--- src/rtl/trap_ctrl.sv ---
// trap_ctrl: machine-mode trap controller.
// Owns mstatus(MIE/MPIE), mie, mip, mtvec, mepc, mcause, mtval; arbitrates a
// synchronous exception at WB, mret, and NUM_IRQ level interrupts; flushes the
// pipeline and redirects IF on trap entry and on mret.
// Ports:
//   clk, rst                     clock, async active-high reset
//   csr_op/csr_addr/csr_wdata    CSR access (00 none, 01 rw, 10 rs, 11 rc)
//   csr_rdata                    combinational read of csr_addr
//   exc_valid/exc_code/exc_tval  synchronous exception at WB
//   epc_cur/epc_next             PC of WB / next surviving PC
//   irq                          level interrupt requests
//   mret                         mret at WB
//   pc_redirect/redirect_valid   IF redirect
//   flush/regwrite_cancel        pipeline flush / WB write suppression
//   busy                         controller is in ENTER or RET

// One interrupt line: pending when requested and enabled in mie.
module trap_irq_lane (
  input  logic irq,
  input  logic en,
  output logic pend
);
  assign pend = irq & en;
endmodule

module trap_ctrl #(
  parameter int              XLEN           = 32,
  parameter int              NUM_IRQ        = 4,
  parameter int              IRQ_BASE_CAUSE = 16,
  parameter logic [XLEN-1:0] MTVEC_RESET    = '0
) (
  input  logic               clk,
  input  logic               rst,
  input  logic [1:0]         csr_op,
  input  logic [11:0]        csr_addr,
  input  logic [XLEN-1:0]    csr_wdata,
  output logic [XLEN-1:0]    csr_rdata,
  input  logic               exc_valid,
  input  logic [4:0]         exc_code,
  input  logic [XLEN-1:0]    exc_tval,
  input  logic [XLEN-1:0]    epc_cur,
  input  logic [XLEN-1:0]    epc_next,
  input  logic [NUM_IRQ-1:0] irq,
  input  logic               mret,
  output logic [XLEN-1:0]    pc_redirect,
  output logic               redirect_valid,
  output logic               flush,
  output logic               regwrite_cancel,
  output logic               busy
);

  localparam logic [11:0] A_MSTATUS = 12'h300;
  localparam logic [11:0] A_MIE     = 12'h304;
  localparam logic [11:0] A_MTVEC   = 12'h305;
  localparam logic [11:0] A_MEPC    = 12'h341;
  localparam logic [11:0] A_MCAUSE  = 12'h342;
  localparam logic [11:0] A_MTVAL   = 12'h343;
  localparam logic [11:0] A_MIP     = 12'h344;

  localparam logic [XLEN-1:0] MSTATUS_MASK = XLEN'(8'h88);
  localparam logic [XLEN-1:0] MIE_MASK =
    {{(XLEN-NUM_IRQ){1'b0}}, {NUM_IRQ{1'b1}}} << IRQ_BASE_CAUSE;
  localparam logic [XLEN-1:0] MTVEC_MASK = ~XLEN'(2);
  localparam logic [XLEN-1:0] MEPC_MASK  = ~XLEN'(3);

  typedef enum logic [1:0] {S_IDLE, S_ENTER, S_RET} state_t;

  state_t            state_q, state_d;
  logic [XLEN-1:0]   mstatus_q, mie_q, mtvec_q, mepc_q, mcause_q, mtval_q;
  logic              flush_q;
  logic [XLEN-1:0]   mip;
  logic [NUM_IRQ-1:0] pend;
  logic [4:0]        irq_idx;
  logic              idle, take_exc, take_ret, take_irq, take_any;
  logic [XLEN-1:0]   wr_val;
  logic              wr_req, wr_en;
  logic [XLEN-1:0]   trap_base, trap_tgt;

  function automatic logic [XLEN-1:0] mstat(input logic mie_b, input logic mpie_b);
    return XLEN'({mpie_b, 3'b000, mie_b, 3'b000});
  endfunction

  assign mip = XLEN'(irq) << IRQ_BASE_CAUSE;

  trap_irq_lane u_lane [NUM_IRQ-1:0] (
    .irq  (irq),
    .en   (mie_q[IRQ_BASE_CAUSE +: NUM_IRQ]),
    .pend (pend)
  );

  // Lowest pending index wins: scan downward so the last hit is the lowest.
  always_comb begin
    irq_idx = '0;
    for (int i = NUM_IRQ - 1; i >= 0; i--)
      if (pend[i]) irq_idx = 5'(i);
  end

  assign idle     = (state_q == S_IDLE);
  assign take_exc = idle & exc_valid;
  assign take_ret = idle & ~exc_valid & mret;
  assign take_irq = idle & ~exc_valid & ~mret & mstatus_q[3] & (|pend);
  assign take_any = take_exc | take_ret | take_irq;

  always_comb begin
    csr_rdata = '0;
    case (csr_addr)
      A_MSTATUS: csr_rdata = mstatus_q;
      A_MIE:     csr_rdata = mie_q;
      A_MIP:     csr_rdata = mip;
      A_MTVEC:   csr_rdata = mtvec_q;
      A_MEPC:    csr_rdata = mepc_q;
      A_MCAUSE:  csr_rdata = mcause_q;
      A_MTVAL:   csr_rdata = mtval_q;
      default:   csr_rdata = '0;
    endcase
  end

  // rs/rc with a zero operand are pure reads and must not write.
  always_comb begin
    wr_val = csr_rdata;
    wr_req = 1'b0;
    case (csr_op)
      2'b01: begin wr_val = csr_wdata;              wr_req = 1'b1;        end
      2'b10: begin wr_val = csr_rdata | csr_wdata;  wr_req = |csr_wdata;  end
      2'b11: begin wr_val = csr_rdata & ~csr_wdata; wr_req = |csr_wdata;  end
      default: ;
    endcase
  end

  // A trap or mret on the same edge wins over the CSR instruction.
  assign wr_en = wr_req & idle & ~take_any;

  // Vectored mode offsets only interrupts; exceptions always go to base.
  always_comb begin
    trap_base = {mtvec_q[XLEN-1:2], 2'b00};
    trap_tgt  = trap_base;
    if (mtvec_q[1:0] == 2'b01 && mcause_q[XLEN-1])
      trap_tgt = trap_base + XLEN'({mcause_q[XLEN-2:0], 2'b00});
  end

  always_ff @(posedge clk or posedge rst) begin
    if (rst) state_q <= S_IDLE;
    else     state_q <= state_d;
  end

  always_comb begin
    state_d        = state_q;
    redirect_valid = 1'b0;
    pc_redirect    = '0;
    case (state_q)
      S_IDLE: begin
        if (take_exc | take_irq) state_d = S_ENTER;
        else if (take_ret)       state_d = S_RET;
      end
      S_ENTER: begin
        state_d        = S_IDLE;
        redirect_valid = 1'b1;
        pc_redirect    = trap_tgt;
      end
      S_RET: begin
        state_d        = S_IDLE;
        redirect_valid = 1'b1;
        pc_redirect    = mepc_q;
      end
      default: state_d = S_IDLE;
    endcase
  end

  assign busy = (state_q != S_IDLE);

  // flush is its own register (not decoded from state) so it is glitch-free.
  always_ff @(posedge clk or posedge rst) begin
    if (rst) flush_q <= 1'b0;
    else     flush_q <= take_any;
  end

  assign flush           = flush_q;
  assign regwrite_cancel = flush_q;

  always_ff @(posedge clk or posedge rst) begin
    if (rst) begin
      mstatus_q <= '0;
      mie_q     <= '0;
      mtvec_q   <= MTVEC_RESET & MTVEC_MASK;
      mepc_q    <= '0;
      mcause_q  <= '0;
      mtval_q   <= '0;
    end else if (take_exc) begin
      mepc_q    <= epc_cur & MEPC_MASK;
      mcause_q  <= XLEN'(exc_code);
      mtval_q   <= exc_tval;
      mstatus_q <= mstat(1'b0, mstatus_q[3]);
    end else if (take_ret) begin
      mstatus_q <= mstat(mstatus_q[7], 1'b1);
    end else if (take_irq) begin
      mepc_q    <= epc_next & MEPC_MASK;
      mcause_q  <= {1'b1, (XLEN-1)'(IRQ_BASE_CAUSE) + (XLEN-1)'(irq_idx)};
      mtval_q   <= '0;
      mstatus_q <= mstat(1'b0, mstatus_q[3]);
    end else if (wr_en) begin
      case (csr_addr)
        A_MSTATUS: mstatus_q <= wr_val & MSTATUS_MASK;
        A_MIE:     mie_q     <= wr_val & MIE_MASK;
        A_MTVEC:   mtvec_q   <= wr_val & MTVEC_MASK;
        A_MEPC:    mepc_q    <= wr_val & MEPC_MASK;
        A_MCAUSE:  mcause_q  <= wr_val;
        A_MTVAL:   mtval_q   <= wr_val;
        default: ;
      endcase
    end
  end

endmodule

--- config.mk ---
export PLATFORM = sky130hd
export DESIGN_NAME = trap_ctrl
export DESIGN_NICKNAME = d
export VERILOG_FILES = /design/src/rtl/trap_ctrl.sv
export SDC_FILE = /design/constraint.sdc
export NUM_CORES = 1
export LEC_CHECK = 0
export CELL_PAD_IN_SITES_DETAIL_PLACEMENT = 0
export CELL_PAD_IN_SITES_GLOBAL_PLACEMENT = 1
export CORE_AREA = 2 2 185 187
export CTS_CLUSTER_DIAMETER = 200
export DETAILED_ROUTE_END_ITERATION = 7
export DIE_AREA = 0 0 187 189
export PLACE_DENSITY_LB_ADDON = 0.2
export SYNTH_ARGS = -nofsm -noshare
export SYNTH_HDL_FRONTEND = slang
export SYNTH_SLANG_ARGS = --single-unit
--- constraint.sdc ---
create_clock -name clk -period 5 [get_ports clk]
set_input_delay 1 -clock clk [delete_from_list [all_inputs] [get_ports clk]]
set_output_delay 1 -clock clk [all_outputs]
set_load 0.03 [all_outputs]
Yosys cells after proc, flatten, opt, wreduce, memory -nomap -nowiden:

Index checks and enable logic that the tools add are counted.

* add/sub/neg operators: 2
* eq/ne operators: 14
* multiplexer cells: 33
* bitwise operators: 24
* reductions and logical operators: 19

Operators with widths (count)
* two-way mux 32 bit: 21
* one-hot mux 32 bit (7 select lines): 1
* one-hot mux 32 bit (3 select lines): 1
* == test 12 x 10 -> 1 bit, second input constant: 7
* one-hot mux 32 bit (2 select lines): 1
* adder 32 bit: 1
* bitwise AND 32 bit: 1
* NOT 32 bit: 1
* bitwise OR 32 bit: 1
* OR reduction 32 bit: 1
* two-way mux 2 bit: 7
* bitwise AND 1 bit: 12
* nonzero test 3 bit: 4
* AND reduction 5 bit: 2
* AND reduction 3 bit: 3
* nonzero test 4 bit: 2
* adder 5 x 5 -> 6 bit, first input constant: 1
* == test 2 bit, second input constant: 3
* NOT 1 bit: 6
* == test 2 x 1 -> 1 bit, second input constant: 2
* OR reduction 2 bit: 2
* OR reduction 4 bit: 1
* inequality test 3 x 1 -> 1 bit, second input constant: 1
* bitwise OR 1 bit: 3
* other kinds (7): 7

* register bits: 166
* bits of input ports: 155
* output and inout port bits: 68
* word-level logic and storage cells: 100

Longest topological paths before layout:

* depth in word-level cells: 12
* gate-level depth with buffers: 12
* gate-level depth less buffers: 10

Hierarchy:

From an unflattened synthesis, not the netlist that was laid out.

* cell total of the unflattened synthesis: 1152
* area, all modules: 9754.4 um^2

Modules (own cells, without submodules)
* trap_ctrl: instances 1, cells each 1148, area each 9729.3 um^2, sequential area each 3353.2 um^2
* trap_irq_lane: instances 4, cells each 1, area each 6.3 um^2, sequential area each 0.0 um^2

Least setup slack after synthesis:

No wires, ideal clock.

* path type: register to output
* from: register mtvec_q[2]
* to: output pc_redirect[16]
* arrival: 3207 ps
* required time: 4000 ps
* slack: 793 ps
* stages on the path, launching flop included: 11
* buffers on the path: 0
* cells stage by stage: dfrtp_1 > ha_1 > fa_1 > a211oi_1 > o21ai_0 > a31oi_1 > o21ai_0 > a2111oi_0 > nor3_1 > xnor2_1 > o21ai_0

* word-level cells in the longest chain between the ends: 3

RTL lines
* from (decl): line 69 `logic [XLEN-1:0] mstatus_q, mie_q, mtvec_q, mepc_q, mcause_q, mtval_q;`
* from (signal assigned): line 184 `mtvec_q <= MTVEC_RESET & MTVEC_MASK;`
* from (signal assigned): line 204 `A_MTVEC: mtvec_q <= wr_val & MTVEC_MASK;`
* adder 32 bit: line 138 `trap_tgt = trap_base + XLEN'({mcause_q[XLEN-2:0], 2'b00});`
* two-way mux 32 bit: line 137 `if (mtvec_q[1:0] == 2'b01 && mcause_q[XLEN-1])`
* one-hot mux 32 bit (2 select lines): line 150 `case (state_q)`
* to (decl): line 45 `output logic [XLEN-1:0] pc_redirect,`

Every way passes these cells.

Worst setup path after layout:

* from: register mcause_q[23]
* to: output pc_redirect[31]

* word-level cells in the longest chain between the ends: 3

RTL lines
* from (decl): line 69
* from (signal assigned): line 190 `mcause_q <= XLEN'(exc_code);`
* from (signal assigned): line 197 `mcause_q <= {1'b1, (XLEN-1)'(IRQ_BASE_CAUSE) + (XLEN-1)'(irq_idx)};`
* from (signal assigned): line 206 `A_MCAUSE: mcause_q <= wr_val;`
* adder 32 bit: line 138
* two-way mux 32 bit: line 137
* one-hot mux 32 bit (2 select lines): line 150

Every way passes these cells.

==> flow_summary.ini <==
[outcome]
status = completed

[clock_tree]
postCtsHoldBufs = 0
clkSlewWorstSetupHoldPaths_ns = 0.06
clk_latency_ns = 0.43
clock_sink_count = 134
h-tree-depth = 4
tritoncts = built
cts_made_buffers = 17
clock_path_buffers = 2
cts_root_buf = clkbuf_16

[route]
num_vias = 10400
totalWireLength_mm = 45.1
drc = 0
drt-pass1-iter-count = 6
wl_per_cell_um = 24.3
first_iter_violations = 1057
drtAntennaViolNets = 0
vias_per_cell = 5.63

[synth]
synth_top_area_frac = 0.339
synth_area_leaders = dfrtp_1, nand2_1, a22oi_1, mux2_2, o21ai_0
synthCells = 1204
yosys_most_used_dff = dfrtp_1
synth_top_area_cell = dfrtp_1
avgSynthCellArea_um2 = 8.20
synthesis.area_um2 = 9880
synthArstFlopShare = 1.00
ys_top_cells_by_count = nand2_1, dfrtp_1, o21ai_0, a22oi_1, clkbuf_1
synth_edf_count = 0
ys_ff_latch = 134
ys_seq_area_frac = 0.339
ys_warn_count = 0
synth.most_common_cell = nand2_1
synth_cell_types = 69

[sta]
setup_viol = 0
holdWs_ns = 0.489
fin_crit_sh = 0.971
relSlewSlack = 0.320
period_minus_slack_ns = 4.86
hold_viol_final = 0
maxSlewViolCount = 0
final.setup_skew_ns = 0.0124
worst_pin_slew_ns = 1.02
rsz0062_at_grt = false
fmaxAchievable_mhz = 206
tns_ns = 0

[place]
dp_cells = 1824
portBuffers = 216
hpwl_mm = 34.4
gp_congestion = 0.923

[layout]
fin_nets = 1583
diodes = 0
n_fill_cell = 3359
area_growth_pct = 37.9
final_cells = 1856
drive_above_1_share = 0.135

[global_routing]
grt.total_usage = 0.252
grt_pass1_vias = 10300
grt_pass1_wl_mm = 66.7
antenna_found_initial = 0
grt_max_degree = 81
gr-total-overflow = 0

[power_and_ir_drop]
peakVddDrop_uv = 236
p_leak_nw = 5.99
p_switching_w = 0.00149
share_comb_of_total_power = 0.285
seqPwrFrac = 0.377
swShare = 0.352
p_clk_frac = 0.338
power_density_nw_per_um2 = 310
p_int_w = 0.00274

[setup_path]
arrival_ns = 3.86
cp_max_fo = 6
cpPeakStageDelay_ns = 0.70
crit_type = flip-flop to output pin
crit_chain = ha_1 -> nand4_1 -> or4_1 -> or2_0 -> o22ai_1 -> o221ai_1 -> a211o_1 -> nand2_1 -> a221o_1 -> clkdlybuf4s50_1
required_ns = 4.00
start_kind = flip-flop
critPathCaptureType = output pin
cp_slowest_cell = clkdlybuf4s50_1

[floorplan]
fp.dieArea_um2 = 35300
top_level_ports = 223
start_util = 0.297
die_w_um = 187
rows = 67
core_um2 = 33300
die_height_um = 189

[job]
cap_violations = 0

[worst_hold_path]
hold_path.class = flip-flop to flip-flop
## path summary, 6_finish.rpt
kind / from / slack [ns] / end / depth (start not counted)
min reg2reg: mcause_q[30] / 0.49 / mcause_q[30] / 2
max in group asynchronous: rst / 2.98 / mtvec_q[20] / 3
min: mcause_q[30] / 0.49 / mcause_q[30] / 2
max: mcause_q[23] / 0.14 / pc_redirect[31] / 10
min in group asynchronous: rst / 1.06 / mepc_q[3] / 2
max reg2reg: state_q[0] / 2.15 / mtval_q[2] / 10
## through the flow
| step | setup WS (ns) | power (W) | cell area (um^2) | utilization |
|---|---|---|---|---|
| after floorplan | 0.417 | 0.00222 | 9880 | - |
| after global placement | 0.285 | 0.00278 | 12900 | 0.389 |
| after detailed placement | 0.292 | 0.00279 | 12900 | 0.389 |
| after CTS | 0.0191 | 0.00422 | 13600 | 0.408 |
| after global routing | 0.0374 | 0.00441 | 13600 | 0.409 |
| final | 0.144 | 0.00422 | 13600 | 0.409 |
## flip-flops by register name (all words and copies together) (netlist names)
name and cells:
mcause_q 32, mtval_q 32, mtvec_q 31, mepc_q 30, mie_q 4, mstatus_q 2
state_q 2, flush 1
## cell type report
| class | instances | area, um^2 | area share |
|---|---|---|---|
| clock inverter | 12 | 190 | 0.0140 |
| multi-input combinational | 950 | 6080 | 0.446 |
| tap | 448 | 561 | 0.0412 |
| clock buffer | 20 | 457 | 0.0335 |
| inverter | 26 | 103 | 0.00753 |
| timing repair buffer | 266 | 2880 | 0.211 |
| sequential | 134 | 3350 | 0.246 |
## placed cells by master, fill, tap and decap left out, types with 19 or more instances in the layout
cell type / instances
mux2_2: 56
a31oi_1: 19
nand4_1: 24
a22o_1: 27
nand3_1: 55
o21ai_0: 105
a22oi_1: 85
clkdlybuf4s50_1: 170
inv_1: 25
ha_1: 31
buf_4: 51
buf_12: 32
dfrtp_1: 134
a21oi_1: 56
xnor2_1: 19
nand2_1: 212
nor2_1: 52
## cell families after synthesis
family,share of synthesized area
flops,0.339
simple gates,0.204
mux,0.0740
other cells,0.000380
xor+xnor,0.0284
fa+ha+maj,0.0426
buf+inv,0.0512
compound gates,0.260
## critical path, delay by kind of cell (launching register included)
family,cells,cell delay [ns]
flops,1,0.45
simple gates,4,0.98
buf+inv,1,0.70
fa+ha+maj,1,0.47
compound gates,4,0.83
## repair_timing
item / in CTS / in global routing
setup buffers: 0 / 0
gates cloned: 0 / 0
resized for setup: 4 / 16
setup endpoints to repair: 4 / 15
## power groups by stage
stage | clock [W] | combinational (W) | sequential, W
2_1_floorplan | 0 | 0.000749 | 0.00147
3_3_place_gp | 0 | 0.00118 | 0.00159
3_5_place_dp | 0 | 0.00119 | 0.00160
4_1_cts | 0.00144 | 0.00120 | 0.00158
5_1_grt | 0.00149 | 0.00131 | 0.00162
6_report | 0.00143 | 0.00120 | 0.00159
## metal layers
metal,GRT usage,share of wire,vias up
li1,-,-,4832
met5,0,0,-
met3,0.0502,0.075,42
met2,0.397,0.45,486
met1,0.358,0.46,5083
met4,0.0565,0.014,0
Power figures use the tool's default switching activity.
